--- config.mk ---
export PLATFORM = sky130hd
export DESIGN_NAME = trap_queue
export DESIGN_NICKNAME = d
export VERILOG_FILES = /design/src/rtl/sparc_trap_pkg.sv /design/src/rtl/trap_prio_enc.sv /design/src/rtl/trap_queue.sv
export SDC_FILE = /design/constraint.sdc
export NUM_CORES = 1
export LEC_CHECK = 0
export CAP_MARGIN = 20
export CORE_UTILIZATION = 42
export DETAILED_ROUTE_END_ITERATION = 12
export MAX_ROUTING_LAYER = met4
export PLACE_DENSITY_LB_ADDON = 0.3
export SLEW_MARGIN = 25
export SYNTH_ARGS = -nofsm -noshare
export SYNTH_HDL_FRONTEND = slang
export SYNTH_SLANG_ARGS = --single-unit
--- constraint.sdc ---
create_clock -name clk -period 1.9 [get_ports clk]
set_input_delay 0.38 -clock clk [delete_from_list [all_inputs] [get_ports clk]]
set_output_delay 0.38 -clock clk [all_outputs]
set_load 0.01 [all_outputs]
--- src/rtl/sparc_trap_pkg.sv ---
// rtl/sparc_trap_pkg.sv - shared trap-queue constants, FSM encoding and helpers
//
// Purpose : common definitions for trap_queue and trap_prio_enc.
// Ports   : none (package).
package sparc_trap_pkg;

  localparam int NUM_TRAPS = 6;
  localparam int IDX_W     = 3;

  // Bit 0 of the request/pending vector is the most urgent trap.
  localparam int TRAP_PRIO_HIGHEST = 0;
  localparam int TRAP_PRIO_LOWEST  = NUM_TRAPS - 1;

  typedef enum logic [1:0] {
    ST_IDLE     = 2'd0,
    ST_SETUP    = 2'd1,
    ST_STROBE   = 2'd2,
    ST_WAIT_ACK = 2'd3
  } state_t;

  // One-hot mask for a trap index; indices outside the vector give zero.
  function automatic logic [NUM_TRAPS-1:0] bit_mask(input logic [IDX_W-1:0] idx);
    logic [NUM_TRAPS-1:0] m;
    for (int i = 0; i < NUM_TRAPS; i++) begin
      m[i] = (idx == i[IDX_W-1:0]);
    end
    return m;
  endfunction

endpackage

--- src/rtl/trap_prio_enc.sv ---
// rtl/trap_prio_enc.sv - lowest-set-bit priority encoder for the trap vector
//
// Purpose : combinational index of the highest-priority (lowest) set bit.
// Ports   : vec   - pending trap vector
//           idx   - index of the lowest set bit (0 when vec is empty)
//           valid - vec has at least one bit set
module trap_prio_enc
  import sparc_trap_pkg::*;
(
  input  logic [NUM_TRAPS-1:0] vec,
  output logic [IDX_W-1:0]     idx,
  output logic                 valid
);

  always_comb begin
    idx   = '0;
    valid = |vec;
    // Scan from lowest priority to highest so the last hit wins.
    for (int i = TRAP_PRIO_LOWEST; i >= TRAP_PRIO_HIGHEST; i--) begin
      if (vec[i]) begin
        idx = i[IDX_W-1:0];
      end
    end
  end

endmodule

--- src/rtl/trap_queue.sv ---
// rtl/trap_queue.sv - pending-trap queue with dispatch strobe sequencer
//
// Purpose : collects trap request pulses, dispatches the highest-priority
//           pending trap to the trap-type encoder and retires it on ack.
// Ports   : clk         - clock, rising edge
//           rst_n       - asynchronous active-low reset
//           trapReq     - one-cycle trap request pulses (bit0 highest priority)
//           et          - enable traps; 0 blocks dispatch, not queuing
//           trapAck     - handler entry, retires the dispatched trap
//           tQout       - registered pending vector for the encoder
//           ttAux       - registered dispatch strobe (encoder samples on rise)
//           trapPending - high from dispatch until retirement
//           dropReq     - pulse when a request hit an already pending/held bit
//           dropCnt     - saturating drop count (only with TRAP_QUEUE_DROP_CNT_EN)
// Config  : TRAP_QUEUE_DROP_CNT_EN adds the dropCnt output and its counter.
module trap_queue
  import sparc_trap_pkg::*;
(
  input  logic                 clk,
  input  logic                 rst_n,
  input  logic [NUM_TRAPS-1:0] trapReq,
  input  logic                 et,
  input  logic                 trapAck,
  output logic [NUM_TRAPS-1:0] tQout,
  output logic                 ttAux,
  output logic                 trapPending,
  output logic                 dropReq
`ifdef TRAP_QUEUE_DROP_CNT_EN
  ,
  output logic [7:0]           dropCnt
`endif
);

  state_t               state, next_state;
  logic [NUM_TRAPS-1:0] hold, hold_next;
  logic [NUM_TRAPS-1:0] tq_next;
  logic [IDX_W-1:0]     svc_idx;
  logic [IDX_W-1:0]     low_idx;
  logic                 low_valid;
  logic                 capture;
  logic [NUM_TRAPS-1:0] ack_mask;
  logic                 drop_hit;

  trap_prio_enc u_prio_enc (
    .vec   (tQout),
    .idx   (low_idx),
    .valid (low_valid)
  );

  // The bit being retired this cycle is not "already pending" for a
  // coincident request: that request is a fresh trap, not a duplicate.
  assign ack_mask = (state == ST_WAIT_ACK && trapAck) ? bit_mask(svc_idx) : '0;
  assign drop_hit = |(trapReq & ((tQout & ~ack_mask) | hold));

  always_comb begin
    next_state = state;
    tq_next    = tQout;
    hold_next  = hold;
    capture    = 1'b0;
    case (state)
      ST_IDLE: begin
        tq_next = tQout | trapReq;
        if (low_valid && et) begin
          next_state = ST_SETUP;
          capture    = 1'b1;
        end
      end
      ST_SETUP: begin
        // tQout is frozen while the encoder is being set up and strobed.
        hold_next  = hold | trapReq;
        next_state = ST_STROBE;
      end
      ST_STROBE: begin
        // Requests seen in this last frozen cycle merge directly with hold.
        tq_next    = tQout | hold | trapReq;
        hold_next  = '0;
        next_state = ST_WAIT_ACK;
      end
      ST_WAIT_ACK: begin
        // Request is OR-ed after the clear so a same-bit request wins.
        tq_next = (tQout & ~ack_mask) | trapReq;
        if (trapAck) begin
          next_state = ST_IDLE;
        end
      end
      default: begin
        next_state = ST_IDLE;
      end
    endcase
  end

  always_ff @(posedge clk or negedge rst_n) begin
    if (!rst_n) begin
      state       <= ST_IDLE;
      tQout       <= '0;
      hold        <= '0;
      svc_idx     <= '0;
      ttAux       <= 1'b0;
      trapPending <= 1'b0;
      dropReq     <= 1'b0;
    end else begin
      state       <= next_state;
      tQout       <= tq_next;
      hold        <= hold_next;
      if (capture) begin
        svc_idx <= low_idx;
      end
      ttAux       <= (next_state == ST_STROBE);
      trapPending <= (next_state != ST_IDLE);
      dropReq     <= drop_hit;
    end
  end

`ifdef TRAP_QUEUE_DROP_CNT_EN
  always_ff @(posedge clk or negedge rst_n) begin
    if (!rst_n) begin
      dropCnt <= '0;
    end else if (dropReq && dropCnt != 8'hFF) begin
      dropCnt <= dropCnt + 8'd1;
    end
  end
`endif

endmodule

# Yosys cells after proc, flatten, opt, wreduce, memory -nomap -nowiden
# Cells that the tools add are included.
# totals
register_bits	20
inputBits	10
out_inout_bits	9
# classes
n_eq_ne	9
muxes	14
n_bitwise	9
reduce_logical	9
# op_table
cell	count
6-bit OR	6
3-bit two-way mux	6
6-bit one-hot mux with 3 select lines	1
6-bit AND	2
6-bit one-hot mux with 2 select lines	1
6-bit OR reduction	2
2-bit one-hot mux with 4 select lines	1
2-bit equality test (second input constant)	3
3-bit by 2-bit equality test with 1-bit output (second input constant)	2
3-bit equality test (second input constant)	2
6-bit two-way mux	1
6-bit NOT	1
2-bit two-way mux	2
2-bit nonzero test	2
3-bit by 1-bit equality test with 1-bit output (second input constant)	1
3-bit zero test	1
3-bit nonzero test	1
2-bit by 1-bit equality test with 1-bit output (second input constant)	1
1-bit logical AND	2
2-bit zero test	1
1-bit two-way mux	2

# Longest topological paths before layout
# depth
word_depth	8
ltp_mapped	7

# Cells and area by module
# A second synthesis with hierarchy kept.
# hier_totals
cells_unflattened	114
hier_area_um2	1131.1
# by_module_without_submodules
module	n_inst	cells_per_inst	area_per_inst_um2	seq_area_each_um2
trap_queue	1	104	1078.5	500.5
trap_prio_enc	1	10	52.6	0.0

# Least setup slack after synthesis
# Ideal clock, no wire load.
# synth_path
kind	flip-flop to flip-flop
startpoint	reg state[1]
endpoint	reg tQout[4]
setup_ps	127
arrival_ps	1629
required_ps	1773
setup_slack_ps	144
path_stages_with_launch	8
period_less_slack_ps	1756
path_cell_list	dfrtp_1 inv_1 ha_1 clkbuf_1 or3b_2 a21oi_1 nor2_1 a2bb2oi_1
# synth_via
elab_chain_len	7
word_cells_on_any_way	10
cone_classes	eq/ne (2); mux (2); bitwise (3); reduce/logical (3)
# synth_rtl
item	line_no	rtl
start: declaration	trap_queue.sv:34	state_t state, next_state;
start signal: assignment	trap_queue.sv:102	state <= next_state;
2-bit equality test	trap_queue.sv:52, trap_queue.sv:60	
1-bit logical AND	trap_queue.sv:52	assign ack_mask = (state == ST_WAIT_ACK && trapAck) ? bit_mask(svc_idx) : '0;
6-bit two-way mux	trap_queue.sv:52	
6-bit NOT	trap_queue.sv:81	tq_next = (tQout & ~ack_mask) | trapReq;
6-bit AND	trap_queue.sv:81	
6-bit OR	trap_queue.sv:81	
6-bit one-hot mux with 3 select lines	trap_queue.sv:60	case (state)
end signal: assignment	trap_queue.sv:103	tQout <= tq_next;
end: declaration	trap_queue.sv:24	output logic [NUM_TRAPS-1:0] tQout,
# Several ways; a longest one is shown, not always the timed one.
# A chain may end at the register's enable or synchronous reset.

# Worst setup path after layout
# layout_path
startpoint	reg tQout[5]
endpoint	out tQout[5]
# No word-level cell between the ends.

==> impl_metrics.py <==
metrics = {
    "sta": {
        "max_freq_mhz": 552,
        "period_share_pct": 95.3,
        "maxSlewHeadroom_pct": 78.7,
        "setup_viol": 0,
        "tightest_slew_ns": 0.319,
        "clock_skew_ns": 0.000487,
        "setup_tns_ns": 0,
        "hold_violations": 0,
        "rsz0062_at_grt": "false",
        "layout_min_cycle_time_ns": 1.81,
        "drv_slew": 0,
    },
    "run": {
        "drv_cap": 0,
    },
    "detailed_routing": {
        "drc": 0,
        "wl_per_cell_microns": 14.8,
        "drt_iter0_markers": 30,
        "wl_microns": 2670,
        "antenna_left": 0,
        "vias": 1047,
        "detail_route.vias_per_cell": 5.78,
        "drtPass1Iterations": 4,
    },
    "global_route": {
        "grt_pass1_wl_microns": 4460,
        "grt_start_max_net_pins": 21,
        "grt_antenna_before_repair": 0,
        "groute.usage.overall_pct": 21.6,
        "grt.overflow.total": 0,
        "grt_pass1_vias": 993,
    },
    "synthesis": {
        "synth_cell_types": 38,
        "synth_ff_type": "dfrtp_1",
        "synth_edf_count": 0,
        "ys_seq_elements": 20,
        "yosys.area.top_type": "dfrtp_1",
        "synthesis.nets": 139,
        "ys_seq_area_share_pct": 43.1,
        "synth_top_area_share_pct": 43.1,
        "avgSynthCellArea_sq_um": 9.45,
        "syn_area_sq_mm": 0.00116,
        "async_reset_ff_share_pct": 100,
        "yosysWarnings": 0,
        "synth.area.top_cells": "dfrtp_1 (43%), ha_1 (6.5%), nor2_1 (5.8%)",
        "synth_commonest_cells": "dfrtp_1 (20), nor2_1 (18), a21oi_1 (13), inv_1 (12), o21ai_0 (8)",
        "postSynthCellCount": 123,
        "yosysMostFrequentCell": "dfrtp_1",
    },
    "die": {
        "core_area_sq_mm": 0.00254,
        "dieArea_sq_mm": 0.00298,
        "num_rows": 18,
        "start_util_pct": 45.7,
        "fp.dieW_microns": 54.6,
        "ios": 19,
        "die_h_microns": 54.6,
    },
    "placement": {
        "numPortBuffers": 18,
        "dp.cells": 177,
        "place_congestion": 0.972,
        "dp_hpwl_microns": 1990,
    },
    "critical_path": {
        "arrival_ns": 1.43,
        "reg2reg_to": "tQout[2]",
        "crit_end": "tQout[5]",
        "cpMaxStageDelayCell": "clkdlybuf4s50_1",
        "rr_worst_depth": 4,
        "cp_slowest_stage_delay_ns": 0.60,
        "r2r-start": "state[1]",
        "critPathKind": "flop to output port",
        "required_ns": 1.52,
        "crit_path_end_kind": "output port",
        "crit_path_max_fanout": 6,
        "worst-path-buf-inv": 1,
        "crit_path_cell_trace": "clkdlybuf4s50_1",
        "cp.depth": 1,
        "r2r_slack_ns": 0.11,
        "startpoint": "tQout[5]",
        "cp-start-kind": "flop",
        "critPathTopFamily": "buffers and inverters",
    },
    "pwr": {
        "pwr-share-seq_pct": 38.6,
        "powerDensity_mw_per_mm2": 1220,
        "power_w": 0.00180,
        "p_leak_nw": 0.627,
        "ir_worst_vdd_v": 0.000920,
        "combPwrFrac_pct": 47.5,
        "cell_internal_pwr_w": 0.00106,
        "p_sw_share_pct": 40.9,
        "p_sw_w": 0.000737,
        "clockPowerShare_pct": 13.9,
    },
    "clock_network": {
        "clkLatencyLatePin_ns": 0.30,
        "ctsLongestPathBuffers": 2,
        "h-tree-depth": 1,
        "clk_pin_slew_ns": 0.11,
        "cts-root-buf": "clkbuf_4",
        "holdBufCountCts": 0,
        "cts_tree": "built",
        "numCtsBuffers": 3,
        "clock-sinks": 20,
    },
    "cells_and_area": {
        "regArea_sq_um": 502,
        "n_fill_cell": 224,
        "multi_input_area_sq_um": 599,
        "stdcell_count": 181,
        "antenna_cells": 0,
        "drive_gt1_share_pct": 13.9,
        "area_delta_synth_final_pct": 26.9,
        "final_nets": 168,
    },
    "worst_hold_path": {
        "hp-class": "primary input to asynchronous set/reset pin",
    },
    "outcome": {
        "outcome": "finished clean",
    },
}
how the worst min path moves through the flow:
stage          slack [ns]    start  depth (start not counted)         end
2_1_floorplan        0.08    rst_n                          0     dropReq
3_3_place_gp         0.51  hold[5]                          2     hold[5]
3_5_place_dp         0.51  hold[5]                          2     hold[5]
4_1_cts              0.40    rst_n                          2  svc_idx[2]
5_1_grt              0.44    rst_n                          2  svc_idx[1]
6_report             0.40    rst_n                          2    tQout[3]
power groups by stage:
stage / sequential, W / clock [W] / combinational [W]
floorplan: 0.000707 / 0 / 0.000515
detailed placement: 0.000698 / 0 / 0.000835
finish: 0.000695 / 0.000249 / 0.000855
global route: 0.000716 / 0.000274 / 0.000951
CTS: 0.000689 / 0.000259 / 0.000838
global placement: 0.000698 / 0 / 0.000812
metrics by stage:
step                      area, sq um  hold slack, ns  util, %  worst slack, ns
after floorplan                  1160          0.0844        -            0.144
after global placement           1430           0.508     56.1          -0.0265
after detailed placement         1430           0.513     56.1          -0.0420
after CTS                        1470           0.404     57.6           0.0468
after global routing             1480           0.444     58.0          0.00687
final                            1480           0.398     58.0           0.0896
flip-flops by register name, summed over array words and instances (netlist names):
signal       count
state            2
ttAux            1
svc_idx          3
trapPending      1
dropReq          1
hold             6
tQout            6
layer usage:
| metal | track usage [%] | vias to the layer above | share of wire, % | wire, microns |
|---|---|---|---|---|
| li1 | - | 505 | - | - |
| met1 | 29.4 | 501 | 47 | 1260 |
| met2 | 32.3 | 37 | 47 | 1260 |
| met3 | 1.94 | 4 | 5.1 | 137 |
| met4 | 9.40 | 0 | 0.82 | 22 |
| met5 | - | - | 0 | 0 |
what timing repair did:
| action | in CTS | in global routing |
|---|---|---|
| endpoints found under the hold margin | 0 | 0 |
| gates resized for setup | 0 | 3 |
| buffers inserted | 0 | 0 |
| setup endpoints to repair | 0 | 5 |
kinds of logic (layout without fill, tap and decap cells):
| family | after synthesis | count (layout) | synth area share [%] |
|---|---|---|---|
| compound gates | 43 | 43 | 26.9 |
| fa+ha+maj | 6 | 6 | 6.46 |
| buf+inv | 16 | 44 | 6.13 |
| flops | 20 | 20 | 43.1 |
| simple gates | 38 | 38 | 17.4 |
layout make-up:
cell class / count / share of cell area [%]
Clock buffer: 4 / 2.46
Inverter: 12 / 3.05
Multi-Input combinational cell: 87 / 40.6
Sequential cell: 20 / 34.0
Tap cell: 30 / 2.54
Timing Repair Buffer: 28 / 17.3
cell usage in the layout (no fill, tap or decap), types with 2 or more instances in the layout:
cell	count
a21oi_1	13
a311oi_1	2
a31oi_1	4
a32oi_1	2
and2_1	2
and4b_1	2
buf_4	10
clkbuf_4	3
clkdlybuf4s50_1	18
dfrtp_1	19
ha_1	5
inv_1	12
nand2_1	5
nand2b_1	2
nor2_1	18
o21ai_0	8
o31ai_1	2
(Power assumes the default switching activity.)
==> patch 1, RTL diff (config.mk and constraints unchanged) <==
Change the package constant `IDX_W` from 3 to 2.
--- a/src/rtl/sparc_trap_pkg.sv
+++ b/src/rtl/sparc_trap_pkg.sv
@@ -5,7 +5,7 @@
 package sparc_trap_pkg;
 
   localparam int NUM_TRAPS = 6;
-  localparam int IDX_W     = 3;
+  localparam int IDX_W     = 2;
 
   // Bit 0 of the request/pending vector is the most urgent trap.
   localparam int TRAP_PRIO_HIGHEST = 0;
Behaviour: not the same (Yosys sat finds a counterexample within 10 cycles, from zero or initial values and one cycle with rst_n low).
==> patch 1 against the original RTL <==
  * First-iteration DRC count up 40%
  * Power up 4.3%
  * Wire length up 4.5%
  * Critical endpoint is now tQout[0]$_DFFE_PN0P_
  * Synthesized cell count down 9.8%
  * Global-route usage up 1.2 points
  * Sequential power about the same
  * Sequential cell count down 1
  * Via count down 1.9%
  * Worst setup slack worse by 0.041 ns
  * Synthesized area down 8.4%
  * Design area up 0.68%
==> patch 1: results (changes against the original RTL) <==
dp_cells: 172  # -2.8%
cpPeakStageDelay_ns: 0.45  # -0.15 ns
grt_pass1_vias: 955  # -3.8%
yosys-top-cells-area: "dfrtp_1 (45%), a21oi_1 (8.5%), ha_1 (7.1%)"
ir_drop_mv: 0.679  # -26%
reg_top3: "hold (6), tQout (6)"
drt_iter0_markers: 42  # +40%
slowest_stage: "dfrtp_2"
cp_data_arrival_time_ns: 2.05  # +0.62 ns
syn-num-nets: 127  # -8.6%
grt_max_degree: 20  # -4.8%
crit_family: "simple AND/OR/NAND/NOR gates"
synth_area_per_cell_sq_um: 9.59  # +1.5%
crit_path_max_fanout: 5  # -1
track_usage_pct: 22.7  # +1.2 points
synthDistinctLibCells: 34  # -11%
synth_commonest_cells: "dfrtp_1 (19), a21oi_1 (18), nor2_1 (12), nand2_1 (8)"
insertedDiodeCount: 0  # unchanged
tightest_slew_ns: 0.311  # -0.00809 ns
wl_per_cell_microns: 15.6  # +5.7%
cts_buffers: 3  # unchanged
hold_path_class: "in -> async"
outcome: "completed"
antenna_found_initial: 0  # unchanged
yosysSeqAreaShare_pct: 44.7  # +1.6 points
grt_pass1_wl_microns: 4260  # -4.5%
place_congestion: 0.856  # -12%
dpl.hpwl_microns: 1950  # -1.7%
drive_above_1_share_pct: 25.2  # +11 points
async_flop_share_pct: 100  # unchanged
h-tree-depth: 1  # unchanged
yosys_warnings: 0  # unchanged
cts.clk_slew.worst_paths_ns: 0.12
numPortBuffers: 18  # unchanged
wirelength_microns: 2800  # +4.5%
clkLatencyLatePin_ns: 0.31
leakage_uw: 0.000648  # +3.3%
vias_per_cell: 5.74  # -0.81%
dr.pass1.iters: 4  # unchanged
skew_ns: 0.0132  # +0.0127 ns
clock_path_buffers: 2  # unchanged
ant_nets: 0  # unchanged
cts_root_buf: "clkbuf_4"
[patch 1: routing by layer]
| layer | global-route usage, % | part of all wire, % |
|---|---|---|
| met5 | - | 0 |
| met4 | 13.2 | 2.9 |
| met1 | 28.4 | 42 |
| met2 | 35.2 | 46 |
| met3 | 2.90 | 9.2 |
[patch 1: worst reg2reg max path: stages, from the launching register on]
cell and delay (ns):
dfrtp_2 0.45, inv_2 0.06, ha_2 0.18, or3b_1 0.40
or4_4 0.44, a21oi_1 0.14, a21oi_1 0.07
[patch 1: worst paths after layout]
| kind | start | to | slack (ns) | cells after the start |
|---|---|---|---|---|
| setup / recovery | state[0]$_DFF_PN0_ | tQout[0]$_DFFE_PN0P_ | 0.05 | 6 |
| hold / removal | rst_n | svc_idx[0]$_DFFE_PN0P_ | 0.40 | 2 |
| setup reg to reg | state[0]$_DFF_PN0_ | tQout[0]$_DFFE_PN0P_ | 0.05 | 6 |
| hold reg to reg | hold[1]$_DFFE_PN0P_ | hold[1]$_DFFE_PN0P_ | 0.55 | 2 |
| max in group asynchronous | rst_n | state[0]$_DFF_PN0_ | 1.28 | 2 |
| min in group clk | hold[1]$_DFFE_PN0P_ | hold[1]$_DFFE_PN0P_ | 0.55 | 2 |
[patch 1: kinds of logic after synthesis]
group,after synthesis,share of synthesized area [%]
buffers and inverters,10,3.76
flip-flops,19,44.7
AND/OR/NAND/NOR,37,18.2
multiplexers,2,2.12
adder cells (fa/ha/maj),6,7.05
AO/OA/AOI/OAI,37,24.2
[patch 1: report_power, final]
group	internal [uW]	leakage, uW	switching [uW]	total, uW
Combinational	478	0.000430	495	973
Clock	78.6	0.0000177	130	208
Sequential	548	0.000199	148	696
[patch 1: area by class of cell]
cell class / instances / area (sq um)
clock inverters: 1 / 5.00
clock buffers: 3 / 22.5
well taps: 28 / 35.0
repair buffers: 40 / 345
inverters: 6 / 22.5
fillers: 188 / 812
flip-flops and latches: 19 / 478
multi-input cells: 82 / 577
[patch 1: through the flow]
| stage | cell area, sq um | setup WS [ns] | total power [uW] | utilization, % |
|---|---|---|---|---|
| floorplan | 1070 | 0.00848 | 1190 | - |
| global route | 1490 | -0.0311 | 2000 | 64.7 |
| detailed placement | 1410 | -0.164 | 1590 | 61.3 |
| CTS | 1450 | 0.0107 | 1820 | 62.9 |
| global placement | 1410 | -0.0975 | 1540 | 61.3 |
| finish | 1490 | 0.0486 | 1880 | 64.7 |
[patch 1: repair_timing]
item,CTS,global route
gates cloned,0,0
pin swaps,0,1
resized for setup,1,6
setup buffers,1,2
setup endpoints to repair,1,3
==> patch 2, RTL diff (config.mk and constraints unchanged) <==
Made on the original files. Re-encode `state_t` (4 states) as one-hot, 4 bits wide.
--- a/src/rtl/sparc_trap_pkg.sv
+++ b/src/rtl/sparc_trap_pkg.sv
@@ -11,11 +11,11 @@
   localparam int TRAP_PRIO_HIGHEST = 0;
   localparam int TRAP_PRIO_LOWEST  = NUM_TRAPS - 1;
 
-  typedef enum logic [1:0] {
-    ST_IDLE     = 2'd0,
-    ST_SETUP    = 2'd1,
-    ST_STROBE   = 2'd2,
-    ST_WAIT_ACK = 2'd3
+  typedef enum logic [3:0] {
+    ST_IDLE     = 4'b0001,
+    ST_SETUP    = 4'b0010,
+    ST_STROBE   = 4'b0100,
+    ST_WAIT_ACK = 4'b1000
   } state_t;
 
   // One-hot mask for a trap index; indices outside the vector give zero.
Check against the original RTL: no difference found for any inputs over 10 cycles, from zero or initial values and one cycle with rst_n low; not proved beyond that.
==> patch 2 against the original RTL <==
  * Worst hold slack worse by 0.0074 ns
  * Wire length shrank 0.52%
  * Synthesized area rose by 0.75%
  * Sequential cell count up 2
  * Via count is 0.86% higher
  * Largest cell class unchanged
  * Sequential power up 11%
  * Worst setup slack gained 0.056 ns
  * Design area decreased by 0.17%
  * Clock skew is 0.0096 ns higher
  * Count of clock-buffer cells in the layout unchanged
  * Power down 15%
==> patch 2: results (changes against the original RTL) <==
outcome: "completed"
fill_cells: 225  # +0.45%
use_met3_pct: 6.11  # +4.2 points
r2r_start: "state[3]$_DFF_PN0_"
met2_usage_pct: 33.1  # +0.80 points
buffers: 27  # -3.6%
grt_max_degree: 23  # +9.5%
final_nets: 157  # -6.5%
synth_area_per_cell_sq_um: 9.84  # +4.1%
final-clk-cell-share_pct: 2.46  # +0.0042 points
crit_start: "tQout[3]$_DFFE_PN0P_"
dp_slack_ns: -0.0188  # +0.0231 ns
wirelength_microns: 2660  # -0.52%
crit_end: "tQout[3]"
inverters: 7  # -5
cpPeakStageDelay_ns: 0.58  # -0.02 ns
skew_ns: 0.0101  # +0.00960 ns
crit_path_max_fanout: 7  # +1
track_usage_pct: 22.4  # +0.84 points
powerComb_uw: 513  # -40%
synth_commonest_cells: "dfrtp_1 (21), a21oi_1 (17), nor2_1 (13), nand2_1 (8), o21ai_0 (7)"
cp_data_arrival_time_ns: 1.37  # -0.06 ns
synthDistinctLibCells: 37  # -2.6%
synth-seq-cells: 22  # +10%
gr-usage-met1_pct: 27.3  # -2.1 points
seqCellArea_sq_um: 552  # +10%
hold_slack_ns: 0.391  # -0.00740 ns
grt_pass1_wl_microns: 4470  # +0.16%
p_int_uw: 976  # -8.2%
seq_power_uw: 768  # +11%
final-instance-count-excl-fill: 176  # -2.8%
drive_above_1_share_pct: 15.8  # +1.8 points
leakage_uw: 0.000612  # -2.4%
-- patch 2: cell count changes in the layout (fill, tap and decap cells not counted), moves of 3 or more --
cell	unedited run	this run
ha_1	5	0
nand2_1	5	8
nor2_1	18	13
a21oi_1	13	17
a41oi_1	1	4
inv_1	12	6
-- patch 2: cells by family after synthesis --
family / Yosys count / synth area share [%]
AOI/OAI and AO/OA: 46 / 27.2
and+or+nand+nor: 39 / 20.9
DFF: 22 / 47.1
buffers and inverters: 11 / 3.95
xor gates and xnor gates: 1 / 0.748
-- patch 2: layer usage --
layer / vias to the layer above / share of wire, % / wire (microns)
met4: 0 / 2.6 / 70
li1: 491 / - / -
met5: - / 0 / 0
met1: 519 / 45 / 1210
met2: 37 / 46 / 1210
met3: 9 / 6.2 / 165
-- patch 2: per-stage QoR --
stage	setup TNS (ns)	power, uW	area, sq um
finish	0	1540	1470
global route	0	1660	1470
detailed placement	-0.0188	1280	1440
CTS	0	1550	1470
global placement	0	1270	1440
floorplan	0	1070	1170
